**config.mk**
```make
export PLATFORM = sky130hd
export DESIGN_NAME = max_ci_controller
export DESIGN_NICKNAME = d
export VERILOG_FILES = /design/src/rtl/max_ci_pkg.sv /design/src/rtl/max_ci_controller_scan.sv /design/src/rtl/max_ci_controller.sv
export SDC_FILE = /design/constraint.sdc
export NUM_CORES = 1
export LEC_CHECK = 0
export BUFFER_PORTS_ARGS = -buffer_cell sky130_fd_sc_hd__buf_2
export CORE_MARGIN = 1
export CORE_UTILIZATION = 45
export DETAILED_ROUTE_END_ITERATION = 12
export GPL_TIMING_DRIVEN = 0
export HOLD_SLACK_MARGIN = 0.1
export PLACE_DENSITY = 0.61
export REMOVE_ABC_BUFFERS = 1
export SLEW_MARGIN = 40
export SYNTH_ARGS = -nofsm -noshare
export SYNTH_HDL_FRONTEND = slang
export SYNTH_SLANG_ARGS = --single-unit
```
**constraint.sdc**
```tcl
create_clock -name clk -period 5.3 [get_ports clk]
set_input_delay 0 -clock clk [delete_from_list [all_inputs] [get_ports clk]]
set_output_delay 0 -clock clk [all_outputs]
set_load 0.05 [all_outputs]
```
**src/rtl/max_ci_pkg.sv**
```systemverilog
// Shared types and helpers for the max-search custom instruction.
// Opcode decode, FSM state encoding and the sample comparison rule.
package max_ci_pkg;

    typedef enum logic [2:0] {
        OP_CLEAR    = 3'd0,
        OP_PUSH     = 3'd1,
        OP_SCAN     = 3'd2,
        OP_READ_IDX = 3'd3,
        OP_COUNT    = 3'd4
    } op_e;

    typedef enum logic [1:0] {
        ST_IDLE,
        ST_SCAN,
        ST_FINISH
    } state_e;

    // Opcodes 5..7 complete normally with result 0 and touch no state.
    function automatic logic op_is_legal(input logic [2:0] n);
        return n <= 3'd4;
    endfunction

    function automatic logic sample_gt(input logic [31:0] a,
                                       input logic [31:0] b,
                                       input logic        signed_mode);
        if (signed_mode) begin
            return $signed(a) > $signed(b);
        end
        return a > b;
    endfunction

endpackage

```
**src/rtl/max_ci_controller_scan.sv**
```systemverilog
// Running max / argmax tracker fed one buffer entry per step.
// Only a strictly greater sample replaces the max, so ties keep the oldest.
module max_scan_unit
    import max_ci_pkg::*;
#(
    parameter int unsigned AGE_W = 4
) (
    input  logic             clk,
    input  logic             reset,
    input  logic             init,
    input  logic             valid,
    input  logic [31:0]      sample,
    input  logic [AGE_W-1:0] age,
    input  logic             signed_mode,
    output logic [31:0]      max,
    output logic [AGE_W-1:0] max_age
);

    logic have;

    always_ff @(posedge clk) begin
        if (!reset) begin
            max     <= '0;
            max_age <= '0;
            have    <= 1'b0;
        end else if (init) begin
            max     <= '0;
            max_age <= '0;
            have    <= 1'b0;
        end else if (valid && (!have || sample_gt(sample, max, signed_mode))) begin
            max     <= sample;
            max_age <= age;
            have    <= 1'b1;
        end
    end

endmodule

```
**src/rtl/max_ci_controller.sv**
```systemverilog
// Nios II variable multi-cycle custom instruction: circular sample buffer
// plus a sequenced max search returning value, position and count.
module max_ci_controller
    import max_ci_pkg::*;
#(
    parameter int unsigned DEPTH = 16
) (
    input  logic        clk,
    input  logic        reset,
    input  logic        clk_en,
    input  logic        start,
    input  logic [2:0]  n,
    input  logic [31:0] dataa,
    input  logic [31:0] datab,
    output logic        done,
    output logic [31:0] result
);

    localparam int unsigned IDX_W = $clog2(DEPTH);

    state_e           state_q, state_d;
    logic [IDX_W:0]   count_q, count_inc;
    logic [IDX_W-1:0] wr_ptr_q, rd_ptr_q, age_q, last_idx_q, oldest;
    logic [31:0]      mem [DEPTH];
    logic [31:0]      pend_q;
    logic             scan_flag_q, signed_q;
    logic             accept, push_fire, scan_start, scan_step, finish, scan_last;
    logic             op_legal;
    logic [31:0]      scan_max;
    logic [IDX_W-1:0] scan_max_age;
    logic             unused_datab;

    assign unused_datab = ^datab[31:1];
    assign op_legal     = op_is_legal(n);
    assign count_inc    = (count_q == (IDX_W+1)'(DEPTH)) ? count_q : count_q + 1'b1;
    assign oldest       = wr_ptr_q - count_q[IDX_W-1:0];
    assign scan_last    = ({1'b0, age_q} == count_q - 1'b1);

    always_ff @(posedge clk) begin
        if (!reset) begin
            state_q <= ST_IDLE;
        end else if (clk_en) begin
            state_q <= state_d;
        end
    end

    always_comb begin
        state_d    = state_q;
        accept     = 1'b0;
        push_fire  = 1'b0;
        scan_start = 1'b0;
        scan_step  = 1'b0;
        finish     = 1'b0;
        case (state_q)
            ST_IDLE: begin
                if (start) begin
                    accept    = 1'b1;
                    push_fire = (n == OP_PUSH);
                    if (n == OP_SCAN && count_q != '0) begin
                        scan_start = 1'b1;
                        state_d    = ST_SCAN;
                    end else begin
                        state_d = ST_FINISH;
                    end
                end
            end
            ST_SCAN: begin
                scan_step = 1'b1;
                if (scan_last) begin
                    state_d = ST_FINISH;
                end
            end
            ST_FINISH: begin
                finish  = 1'b1;
                state_d = ST_IDLE;
            end
            default: state_d = ST_IDLE;
        endcase
    end

    // Buffer contents survive reset; only the pointers and count are cleared.
    always_ff @(posedge clk) begin
        if (reset && clk_en && push_fire) begin
            mem[wr_ptr_q] <= dataa;
        end
    end

    always_ff @(posedge clk) begin
        if (!reset) begin
            count_q     <= '0;
            wr_ptr_q    <= '0;
            rd_ptr_q    <= '0;
            age_q       <= '0;
            last_idx_q  <= '0;
            pend_q      <= '0;
            scan_flag_q <= 1'b0;
            signed_q    <= 1'b0;
            result      <= '0;
            done        <= 1'b0;
        end else if (clk_en) begin
            done <= finish;
            if (finish) begin
                result <= scan_flag_q ? scan_max : pend_q;
                if (scan_flag_q) begin
                    last_idx_q <= scan_max_age;
                end
            end
            if (accept) begin
                pend_q      <= '0;
                scan_flag_q <= 1'b0;
                if (op_legal) begin
                    case (n)
                        OP_CLEAR: begin
                            count_q    <= '0;
                            wr_ptr_q   <= '0;
                            last_idx_q <= '0;
                        end
                        OP_PUSH: begin
                            wr_ptr_q <= wr_ptr_q + 1'b1;
                            count_q  <= count_inc;
                            pend_q   <= 32'(count_inc);
                        end
                        OP_SCAN: begin
                            if (scan_start) begin
                                scan_flag_q <= 1'b1;
                                rd_ptr_q    <= oldest;
                                age_q       <= '0;
                                signed_q    <= datab[0];
                            end else begin
                                last_idx_q <= '0;
                            end
                        end
                        OP_READ_IDX: pend_q <= 32'(last_idx_q);
                        OP_COUNT:    pend_q <= 32'(count_q);
                        default: ;
                    endcase
                end
            end
            if (scan_step) begin
                rd_ptr_q <= rd_ptr_q + 1'b1;
                age_q    <= age_q + 1'b1;
            end
        end
    end

    max_scan_unit #(
        .AGE_W(IDX_W)
    ) u_scan (
        .clk         (clk),
        .reset       (reset),
        .init        (clk_en && scan_start),
        .valid       (clk_en && scan_step),
        .sample      (mem[rd_ptr_q]),
        .age         (age_q),
        .signed_mode (signed_q),
        .max         (scan_max),
        .max_age     (scan_max_age)
    );

endmodule

```
==> flow_summary_export.csv, run 1 <==
group,metric,value,unit
floorplanning,height_of_the_die,238.3,um
yosys,number_of_synthesis_warnings,0,
grt,largest_net_degree_at_the_start_of_global_routing,65,
timing,finalCritPeriodShare,94.63,%
grt,globalRouteTotalUtil,21.23,%
routing,vias_per_cell,5.649,
yosys,synth.largest_area_cell,"sky130_fd_sc_hd__edfxtp_1",
routing,routed_wirelength,59180,um
worst_hold_path,min-delay-path-class,"in2reg",
floorplanning,die_area,56790,sq um
worst_setup_path,crit_top_cell,"sky130_fd_sc_hd__buf_12",
routing,drt.antenna.violating_nets,0,
cts,ctsHtreeMaxLevel,3,
grt,number_of_antenna_violations_at_the_first_check_in_global_routing,0,
routing,avgRoutedWirePerCell,24.85,um
timing,skew,0.02468,ns
power_and_ir_drop,p_sw,2162,uW
cts,clock_slew_at_the_register_clock_pins_of_the_worst_setup_and_hold_paths,0.06,ns
power_and_ir_drop,power_density,343.8,nW/um^2
floorplanning,boundaryPins,104,
power_and_ir_drop,combPwrFrac,4.8,%
cts,clockBufferDepth,3,
final_layout,filler_cell_count,4295,
yosys,count_of_different_cell_masters_after_synthesis,58,
worst_setup_path,r2r-end,"u_scan.max[12]",
power_and_ir_drop,clockPowerShare,44.0,%
yosys,dominant_synthesized_flop_cell,"sky130_fd_sc_hd__edfxtp_1",
timing,timing.slew.headroom,44.79,%
floorplanning,rows,86,
cts,clock_tree.root_cell,"sky130_fd_sc_hd__clkbuf_16",
power_and_ir_drop,share_seq_of_total_power,51.2,%
yosys,ys_top_cells_by_count,"sky130_fd_sc_hd__edfxtp_1, sky130_fd_sc_hd__nand2_1, sky130_fd_sc_hd__dfxtp_1",
power_and_ir_drop,power_leakage,0.009967,uW
worst_setup_path,path_max_fanout,24,
timing,rsz0062_at_grt,"false",
timing,tns,0,ns
grt,grt_pass1_wl,87110,um
routing,drcViolationCount,0,
yosys,synthTopCellsByArea,"sky130_fd_sc_hd__edfxtp_1, sky130_fd_sc_hd__mux4_1, sky130_fd_sc_hd__dfxtp_1",
final_layout,syn2layout_area_growth,19.59,%
run,cap_viol_max_count,0,
yosys,synth_enable_flop_cells,512,
worst_setup_path,timing.critical_path.to_type,"register",
cts,clock-sinks,616,
worst_setup_path,cpPeakStageDelay,0.65,ns
yosys,postSynth.asyncResetShare,0,%
power_and_ir_drop,swShare,20.93,%
worst_setup_path,criticalPathCategory,"reg2reg",
floorplanning,die_w,238.3,um
final_layout,finalCoreUtilization,54.54,%
timing,tightest_slew,0.8219,ns
cts,clock_latency,0.60,ns
routing,detail_route.iter0.violations,1332,
floorplanning,starting_density_of_the_core,45.61,%
final_layout,diodes,0,
worst_setup_path,worst-endpoint-required,5.76,ns
placement,place_congestion,0.8002,
placement,post-dp-hpwl,38410,um
timing,final.min_clock_period,5.015,ns
final_layout,final_layout_size_suffix_gt1_share,22.17,%
yosys,postSynthAreaPerCell,18.14,sq um
worst_setup_path,critical_path.cell_chain,"buf_12, buf_12, buf_12, mux4_1, mux4_2, ha_1, nand4_1, nor4_1, a31oi_1, a21oi_1, nand3_4, buf_12, mux2i_1",
grt,grt_overflow,0,
yosys,synth_top_cell_area_share,61.19,%
worst_setup_path,critPathSlowestCell,"sky130_fd_sc_hd__dfxtp_4",
cts,postCtsSetupRepairBufs,0,
final_layout,fin_nets,1696,
run_status,outcome,"complete, no violations",
placement,io_buffer_count,72,
yosys,synthesis.area,25130,sq um
timing,max_freq,199.4,MHz
worst_setup_path,worst-r2r-cell-count,13,
yosys,yosysMostFrequentCell,"sky130_fd_sc_hd__edfxtp_1",
worst_setup_path,setup.reg_to_reg.worst_slack,0.28,ns
timing,slew_violations,0,
timing,setup_violations,0,
power_and_ir_drop,internal-power,8170,uW
power_and_ir_drop,peakVddDrop,0.2260,mV
yosys,synth_seq_cells,616,
grt,vias_in_the_first_global_route,13490,
timing,hold_viol_final,0,
floorplanning,floorplan.core_area,55090,sq um
power_and_ir_drop,p_total,10330,uW
worst_setup_path,arrival_time_worst_endpoint,5.47,ns
cts,tritoncts,"built",
timing,hold-worst-slack,0.3275,ns
routing,via_count,13450,
routing,drt-pass1-iter-count,5,
cts,cts_buffer_count,66,
yosys,syn_inst,1385,
worst_setup_path,cp-endpoint,"u_scan.max[12]",
worst_setup_path,setup.worst_path.start_class,"register",
yosys,yosysSeqAreaShare,69.48,%
-- critical path, delay by kind of cell (launching register included) --
kind                     cells  cell delay (ns)
multiplexers                 3             1.27
AND/OR/NAND/NOR              3             1.07
buffers and inverters        4             1.02
flip-flops                   1             0.65
AO/OA/AOI/OAI                2             0.48
adder cells (fa/ha/maj)      1             0.30
-- what timing repair did --
action                                  in CTS  in global routing
endpoints found under the setup margin       0                  2
hold buffers                                47                  0
gates resized for setup                      0                  1
endpoints found under the hold margin      579                  0
-- logic make-up after synthesis --
| family | after synthesis | share of synthesized area, % |
|---|---|---|
| muxes | 202 | 17.21 |
| and+or+nand+nor | 281 | 5.039 |
| xor gates and xnor gates | 11 | 0.3834 |
| buffers and inverters | 114 | 2.455 |
| adders and majority gates | 44 | 2.221 |
| AOI/OAI and AO/OA | 117 | 3.217 |
| DFF | 616 | 69.48 |
-- power groups by stage --
| stage | Combinational, uW | Sequential, uW | Clock (uW) |
|---|---|---|---|
| 3_3_place_gp | 436 | 5440 | 0 |
| 4_1_cts | 498 | 5290 | 4630 |
| 2_1_floorplan | 269 | 5410 | 0 |
| 6_report | 497 | 5290 | 4550 |
| 5_1_grt | 539 | 5290 | 4810 |
| 3_5_place_dp | 471 | 5390 | 0 |
-- flip-flops by register name, indices dropped and copies added (netlist names), 2 cells and up, named ones only --
signal and flops:
mem 512, result 32, u_scan.max 32, count_q 5, pend_q 5, age_q 4, last_idx_q 4, rd_ptr_q 4
u_scan.max_age 4, wr_ptr_q 4, state_q 2
-- layer usage --
layer	vias to the layer above	track usage (%)	part of all wire [%]
met1	6976	29.96	44
met2	441	33.76	48
met4	0	6.566	2.0
met5	-	0	0
met3	82	3.760	5.8
li1	5952	-	-
-- through the flow --
stage	cells	area (sq um)	setup slack [ns]
3_5_place_dp	2214	27440	0.2238
2_1_floorplan	1310	24660	-3.064
6_report	2381	30050	0.2848
3_3_place_gp	2130	25950	-7.250
5_1_grt	2381	30050	0.06932
4_1_cts	2381	30040	0.1997
-- cells in the final DEF (no fill, tap or decap), drive strengths merged, types with 2 or more instances in the layout --
cell type / n
a31oi: 2
o21a: 2
xor2: 6
nand3: 53
edfxtp: 512
a22oi: 6
nand4: 7
and3: 2
xnor2: 5
mux2i: 42
buf: 156
nor2b: 13
a21boi: 34
a21oi: 27
and2: 6
mux4: 160
dfxtp: 104
dlygate4sd3: 47
clkbuf: 91
o21ai: 17
bufinv: 4
o211a: 9
clkinv: 21
nor2: 31
a32oi: 2
inv: 42
nand2b: 7
or3: 2
nand2: 145
nor3: 10
o211ai: 5
ha: 43
-- cell type report --
class / count / area (sq um) / share of cell area, %
clock buffer: 91 / 1889 / 6.287
clock inverter: 29 / 247.7 / 0.8244
inverter: 39 / 146.4 / 0.4872
multi-input combinational: 655 / 7193 / 23.94
sequential: 616 / 17480 / 58.15
tap: 748 / 935.9 / 3.114
timing repair buffer: 203 / 2162 / 7.195
-- worst min-delay path by stage --
stage | from | end | cells after the start
CTS | dataa[11] | mem[4][11] | 2
global route | dataa[16] | mem[3][16] | 2
global placement | start | state_q[0] | 3
finish | dataa[11] | mem[2][11] | 2
floorplan | dataa[0] | mem[0][0] | 0
detailed placement | start | state_q[0] | 3
No activity file was read; power rests on OpenSTA's default activity.
==> inputs of run 2 (changes only) <==
--- a/config.mk
+++ b/config.mk
@@ -13,3 +13,3 @@
 export HOLD_SLACK_MARGIN = 0.1
-export PLACE_DENSITY = 0.61
+export PLACE_DENSITY = 0.64
 export REMOVE_ABC_BUFFERS = 1
==> constraint.sdc (replaced) <==
create_clock -name clk -period 4.3 [get_ports clk]
set_input_delay 0.86 -clock clk [delete_from_list [all_inputs] [get_ports clk]]
set_output_delay 0.86 -clock clk [all_outputs]
set_load 0.05 [all_outputs]
==> flow_summary_export.csv, run 2 (synthesized netlist as in run 1, its figures left out) <==
group,metric,value,unit
final_layout,mostFrequentLayoutCell,"sky130_fd_sc_hd__edfxtp_1",
final_layout,final_layout_size_suffix_gt1_share,22.93,%
grt,largest_net_degree_at_the_start_of_global_routing,65,
timing,timing.slew.headroom,40.66,%
cts,cts_buffer_count,60,
placement,place_congestion,0.7863,
cts,clock_latency,0.63,ns
grt,number_of_antenna_violations_at_the_first_check_in_global_routing,4,
worst_setup_path,worst-endpoint-required,4.84,ns
placement,post-dp-hpwl,37840,um
final_layout,stdcell_count,2341,
worst_hold_path,min-delay-path-class,"reg2reg",
timing,final.min_clock_period,4.184,ns
timing,rsz0062_at_grt,"false",
floorplanning,floorplan.core_area,55090,sq um
cts,clockBufferDepth,3,
run_status,outcome,"complete, no violations",
cts,clock-sinks,616,
routing,vias_per_cell,5.686,
final_layout,register_containing_the_most_flip_flops_in_the_final_layout,"mem",
power_and_ir_drop,peakVddDrop,0.3124,mV
floorplanning,starting_density_of_the_core,45.61,%
floorplanning,height_of_the_die,238.3,um
floorplanning,die_area,56790,sq um
final_layout,finalCoreUtilization,53.48,%
floorplanning,rows,86,
routing,drt-pass1-iter-count,5,
worst_setup_path,setup.worst_path.start_class,"register",
final_layout,syn2layout_area_growth,17.25,%
placement,io_buffer_count,72,
timing,hold_viol_final,0,
routing,routed_wirelength,57870,um
grt,grt_pass1_wl,85460,um
grt,vias_in_the_first_global_route,13260,
grt,grt_overflow,0,
routing,avgRoutedWirePerCell,24.72,um
floorplanning,boundaryPins,104,
timing,slew_violations,0,
timing,tns,0,ns
power_and_ir_drop,p_total,12340,uW
cts,ctsHtreeMaxLevel,2,
worst_setup_path,path_max_fanout,22,
cts,cts.hold.buffers_added,0,
cts,clock_tree.root_cell,"sky130_fd_sc_hd__clkbuf_16",
routing,drcViolationCount,0,
timing,skew,0.02804,ns
final_layout,layout_common_cells,"sky130_fd_sc_hd__edfxtp_1, sky130_fd_sc_hd__nand2_1, sky130_fd_sc_hd__dfxtp_1",
grt,globalRouteTotalUtil,20.53,%
final_layout,fin_nets,1655,
final_layout,biggest_registers_after_layout,"mem x512, result x32, u_scan.max x32",
run,cap_viol_max_count,0,
timing,tightest_slew,0.8787,ns
worst_setup_path,timing.critical_path.to_type,"register",
worst_setup_path,criticalPathCategory,"reg2reg",
cts,tritoncts,"built",
timing,finalCritPeriodShare,97.29,%
routing,detail_route.iter0.violations,1004,
cts,clock_slew_at_the_register_clock_pins_of_the_worst_setup_and_hold_paths,0.06,ns
timing,setup_violations,0,
worst_setup_path,arrival_time_worst_endpoint,4.73,ns
routing,via_count,13310,
routing,drt.antenna.violating_nets,0,
power_and_ir_drop,power_density,419.0,nW/um^2
placement,numPlacedInstances,2209,
power_and_ir_drop,power_leakage,0.009712,uW
floorplanning,die_w,238.3,um
final_layout,largest_reg_flops,512,
timing,max_freq,239.0,MHz
[run 2: cell types whose count changed in the layout (fill, tap and decap cells not counted), moves of 2 or more]
cell                            before  now
sky130_fd_sc_hd__buf_16             24   19
sky130_fd_sc_hd__clkbuf_8            8    0
sky130_fd_sc_hd__clkbuf_16          69   63
sky130_fd_sc_hd__clkinv_1           11   17
sky130_fd_sc_hd__dlygate4sd3_1      47    0
sky130_fd_sc_hd__bufinv_16           4    7
sky130_fd_sc_hd__buf_4              15   30
sky130_fd_sc_hd__buf_8              14   17
sky130_fd_sc_hd__clkinvlp_4          1    5
sky130_fd_sc_hd__buf_2              89   86
sky130_fd_sc_hd__clkbuf_1           14   11
sky130_fd_sc_hd__inv_6               2    4
[run 2: per-layer routing]
metal,up-vias,global-route usage (%),share of wire (%)
li1,5864,-,-
met1,6907,28.06,42
met2,445,34.23,50
met3,92,2.892,5.6
met4,2,6.313,2.3
met5,-,0,0.014
[run 2: repair_timing]
| item | CTS | global route |
|---|---|---|
| gates resized for setup | 1 | 5 |
| setup endpoints to repair | 36 | 36 |
| buffers inserted | 5 | 10 |
| pin swaps | 1 | 0 |
| endpoints found under the hold margin | 0 | 0 |
| cloned | 0 | 2 |
[run 2: worst paths after layout]
kind              slack [ns]  cells after the start            end      start
hold / removal          0.46                      2      result[5]  result[5]
hold reg to reg         0.46                      2      result[5]  result[5]
setup / recovery        0.12                     12  u_scan.max[9]   register
setup reg to reg        0.12                     12  u_scan.max[9]   register
[run 2: stage by stage]
step	hold slack (ns)	area (sq um)	worst slack (ns)
after detailed placement	0.4541	27300	-0.4929
after floorplan	0.4350	24660	-4.064
after global routing	0.4761	29460	0.01678
after CTS	0.4619	29310	0.01330
after global placement	0.4467	25950	-7.801
final	0.4568	29460	0.1164
[run 2: worst max-delay path, cell delays in order, from the launching register on]
cell and delay (ns):
sky130_fd_sc_hd__dfxtp_4 0.41, sky130_fd_sc_hd__buf_12 0.17, sky130_fd_sc_hd__buf_4 0.18, sky130_fd_sc_hd__mux4_1 0.54, sky130_fd_sc_hd__mux4_2 0.52, sky130_fd_sc_hd__ha_1 0.35, sky130_fd_sc_hd__nand4_1 0.20, sky130_fd_sc_hd__nor3_1 0.61
sky130_fd_sc_hd__o31a_1 0.34, sky130_fd_sc_hd__o211ai_1 0.16, sky130_fd_sc_hd__nand3_4 0.14, sky130_fd_sc_hd__buf_12 0.22, sky130_fd_sc_hd__mux2i_1 0.22
[run 2: final cells by class]
class,instances,area (sq um)
Fill cell,4311,25630
Sequential cell,616,17480
Multi-Input combinational cell,655,7196
Timing Repair Buffer,168,1747
Clock buffer,72,1568
Tap cell,748,935.9
Clock inverter,42,391.6
Inverter,39,146.4
Antenna cell,1,2.502
[run 2: power by group]
group | leakage, uW | internal, uW | switching [uW]
Sequential | 0.00545 | 6480 | 28.0
Clock | 0.000944 | 3020 | 2210
Combinational | 0.00332 | 266 | 351
Total | 0.00971 | 9760 | 2590
==> inputs of run 3 (changes only) <==
Clock period 4.3 ns to 3.8 ns, I/O delays scaled along.
==> flow_summary_export.csv, run 3 (synthesized netlist as in run 1, its figures left out) <==
group,metric,value,unit
worst_setup_path,critical_path_buffers_and_inverters,5,
placement,post-dp-hpwl,37840,um
routing,drt.antenna.violating_nets,0,
grt,number_of_antenna_violations_at_the_first_check_in_global_routing,3,
routing,drt-pass1-iter-count,5,
timing,tns,-5.210,ns
grt,vias_in_the_first_global_route,13620,
final_layout,fin_nets,1685,
cts,clock_slew_at_the_register_clock_pins_of_the_worst_setup_and_hold_paths,0.06,ns
cts,cts.hold.buffers_added,0,
cts,cts_buffer_count,60,
placement,io_buffer_count,72,
worst_setup_path,setup.reg_to_reg.worst_slack,-0.24,ns
floorplanning,floorplan.core_area,55090,sq um
worst_setup_path,cpPeakStageDelay,0.53,ns
run,cap_viol_max_count,0,
worst_setup_path,r2r-end,"u_scan.max[11]",
routing,detail_route.iter0.violations,997,
run_status,outcome,"complete, but fails checks",
routing,via_count,13670,
final_layout,largest_reg_flops,512,
worst_setup_path,arrival_time_worst_endpoint,4.58,ns
floorplanning,starting_density_of_the_core,45.61,%
cts,clockBufferDepth,3,
placement,post_dp_cell_area,27300,sq um
timing,timing.slew.headroom,41.11,%
grt,grt_pass1_wl,89110,um
floorplanning,height_of_the_die,238.3,um
timing,rsz0062_at_grt,"true",
routing,routed_wirelength,61330,um
worst_setup_path,setup.worst_path.start_class,"register",
floorplanning,die_area,56790,sq um
worst_hold_path,terminating_pin_of_the_worst_hold_path,"state_q[0]",
timing,setup_violations,36,
placement,place_congestion,0.7863,
floorplanning,die_w,238.3,um
timing,finalCritPeriodShare,106.4,%
timing,hold_viol_final,0,
worst_hold_path,min_path_cells,3,
worst_setup_path,worst-endpoint-required,4.34,ns
cts,clock_latency,0.63,ns
power_and_ir_drop,power_density,467.3,nW/um^2
worst_setup_path,path_max_fanout,8,
timing,max_freq,247.4,MHz
final_layout,biggest_registers_after_layout,"mem x512, result x32, u_scan.max x32",
worst_setup_path,critPathSlowestCell,"sky130_fd_sc_hd__mux4_2",
floorplanning,rows,86,
worst_setup_path,criticalPathCategory,"reg2reg",
cts,clock_tree.root_cell,"sky130_fd_sc_hd__clkbuf_16",
final_layout,finalInstanceArea,30280,sq um
routing,avgRoutedWirePerCell,25.87,um
routing,vias_per_cell,5.765,
cts,tritoncts,"built",
final_layout,final_layout_size_suffix_gt1_share,27.25,%
power_and_ir_drop,p_total,14150,uW
worst_hold_path,min-delay-path-class,"in2reg",
grt,largest_net_degree_at_the_start_of_global_routing,65,
worst_hold_path,min_from,"start",
power_and_ir_drop,power_leakage,0.009982,uW
worst_setup_path,kind_of_cell_with_the_highest_combined_delay_on_the_critical_path,"multiplexers",
power_and_ir_drop,peakVddDrop,0.3546,mV
final_layout,mostFrequentLayoutCell,"sky130_fd_sc_hd__edfxtp_1",
final_layout,syn2layout_area_growth,20.52,%
timing,skew,0.02630,ns
final_layout,layout_common_cells,"sky130_fd_sc_hd__edfxtp_1, sky130_fd_sc_hd__nand2_1, sky130_fd_sc_hd__dfxtp_1",
final_layout,register_containing_the_most_flip_flops_in_the_final_layout,"mem",
final_layout,filler_cell_count,4203,
run_status,violations,"negative setup slack",
cts,clock-sinks,616,
timing,tightest_slew,0.8719,ns
timing,final_critical_path_setup_slack,-0.2418,ns
worst_setup_path,critical_path.cell_chain,"buf_12, buf_8, buf_4, mux4_2, mux4_2, ha_4, nand4_1, nor3_4, o31a_1, o211ai_1, nand3_4, buf_12, buf_16, mux2i_2",
cts,ctsHtreeMaxLevel,2,
timing,final.min_clock_period,4.042,ns
routing,drcViolationCount,0,
timing,slew_violations,0,
grt,grt_overflow,0,
worst_setup_path,worst-r2r-cell-count,14,
worst_setup_path,timing.critical_path.to_type,"register",
floorplanning,boundaryPins,104,
grt,globalRouteTotalUtil,21.59,%
-- run 3: cell type report --
cell class	instances	area [sq um]	share of cell area (%)
flip-flops and latches	616	17480	57.71
multi-input cells	655	7492	24.74
repair buffers	198	2271	7.499
clock buffers	72	1568	5.177
well taps	748	935.9	3.091
clock inverters	42	391.6	1.293
inverters	39	146.4	0.4834
diodes	1	2.502	0.008263
-- run 3: layer usage --
layer	global-route usage, %	vias up	routed length (um)
met5	0	-	8
li1	-	5915	-
met1	29.24	7114	25580
met3	3.239	117	3799
met4	7.071	2	1839
met2	35.96	522	30110
-- run 3: power by group --
group          switching, uW  internal (uW)  total (uW)
Sequential              32.5           7330        7360
Combinational            463            397         860
Clock                   2520           3410        5930
Total                   3010          11100       14200
-- run 3: per-stage QoR --
stage | instances | setup WS (ns) | utilization [%] | hold WS [ns]
after floorplan | 1310 | -4.564 | - | 0.4350
after global placement | 2130 | -8.301 | 47.11 | 0.4467
after detailed placement | 2209 | -0.9929 | 49.56 | 0.4541
after CTS | 2364 | -0.1008 | 54.58 | 0.3992
after global routing | 2370 | -0.2099 | 54.96 | 0.4243
final | 2371 | -0.2418 | 54.97 | 0.4284
-- run 3: worst max path at each step --
stage,startpoint,endpoint,slack [ns],cells after the start
floorplan,register,u_scan.max[0],-4.56,10
global placement,register,u_scan.max_age[3],-8.30,10
detailed placement,register,u_scan.max[25],-0.99,12
CTS,register,u_scan.max[22],-0.10,15
global route,register,u_scan.max[25],-0.21,13
finish,register,u_scan.max[11],-0.24,14
-- run 3: tightest hold or removal path, delay by kind of cell --
kind / cells / cell delay [ns]
compound gates: 1 / 0.06
buf+inv: 1 / 0.12
simple gates: 1 / 0.05
-- run 3: repair_timing --
item,in CTS,in global routing
setup buffers,33,6
gates resized for setup,54,37
cloned,8,3
endpoints found under the setup margin,36,50
pin swaps,15,19
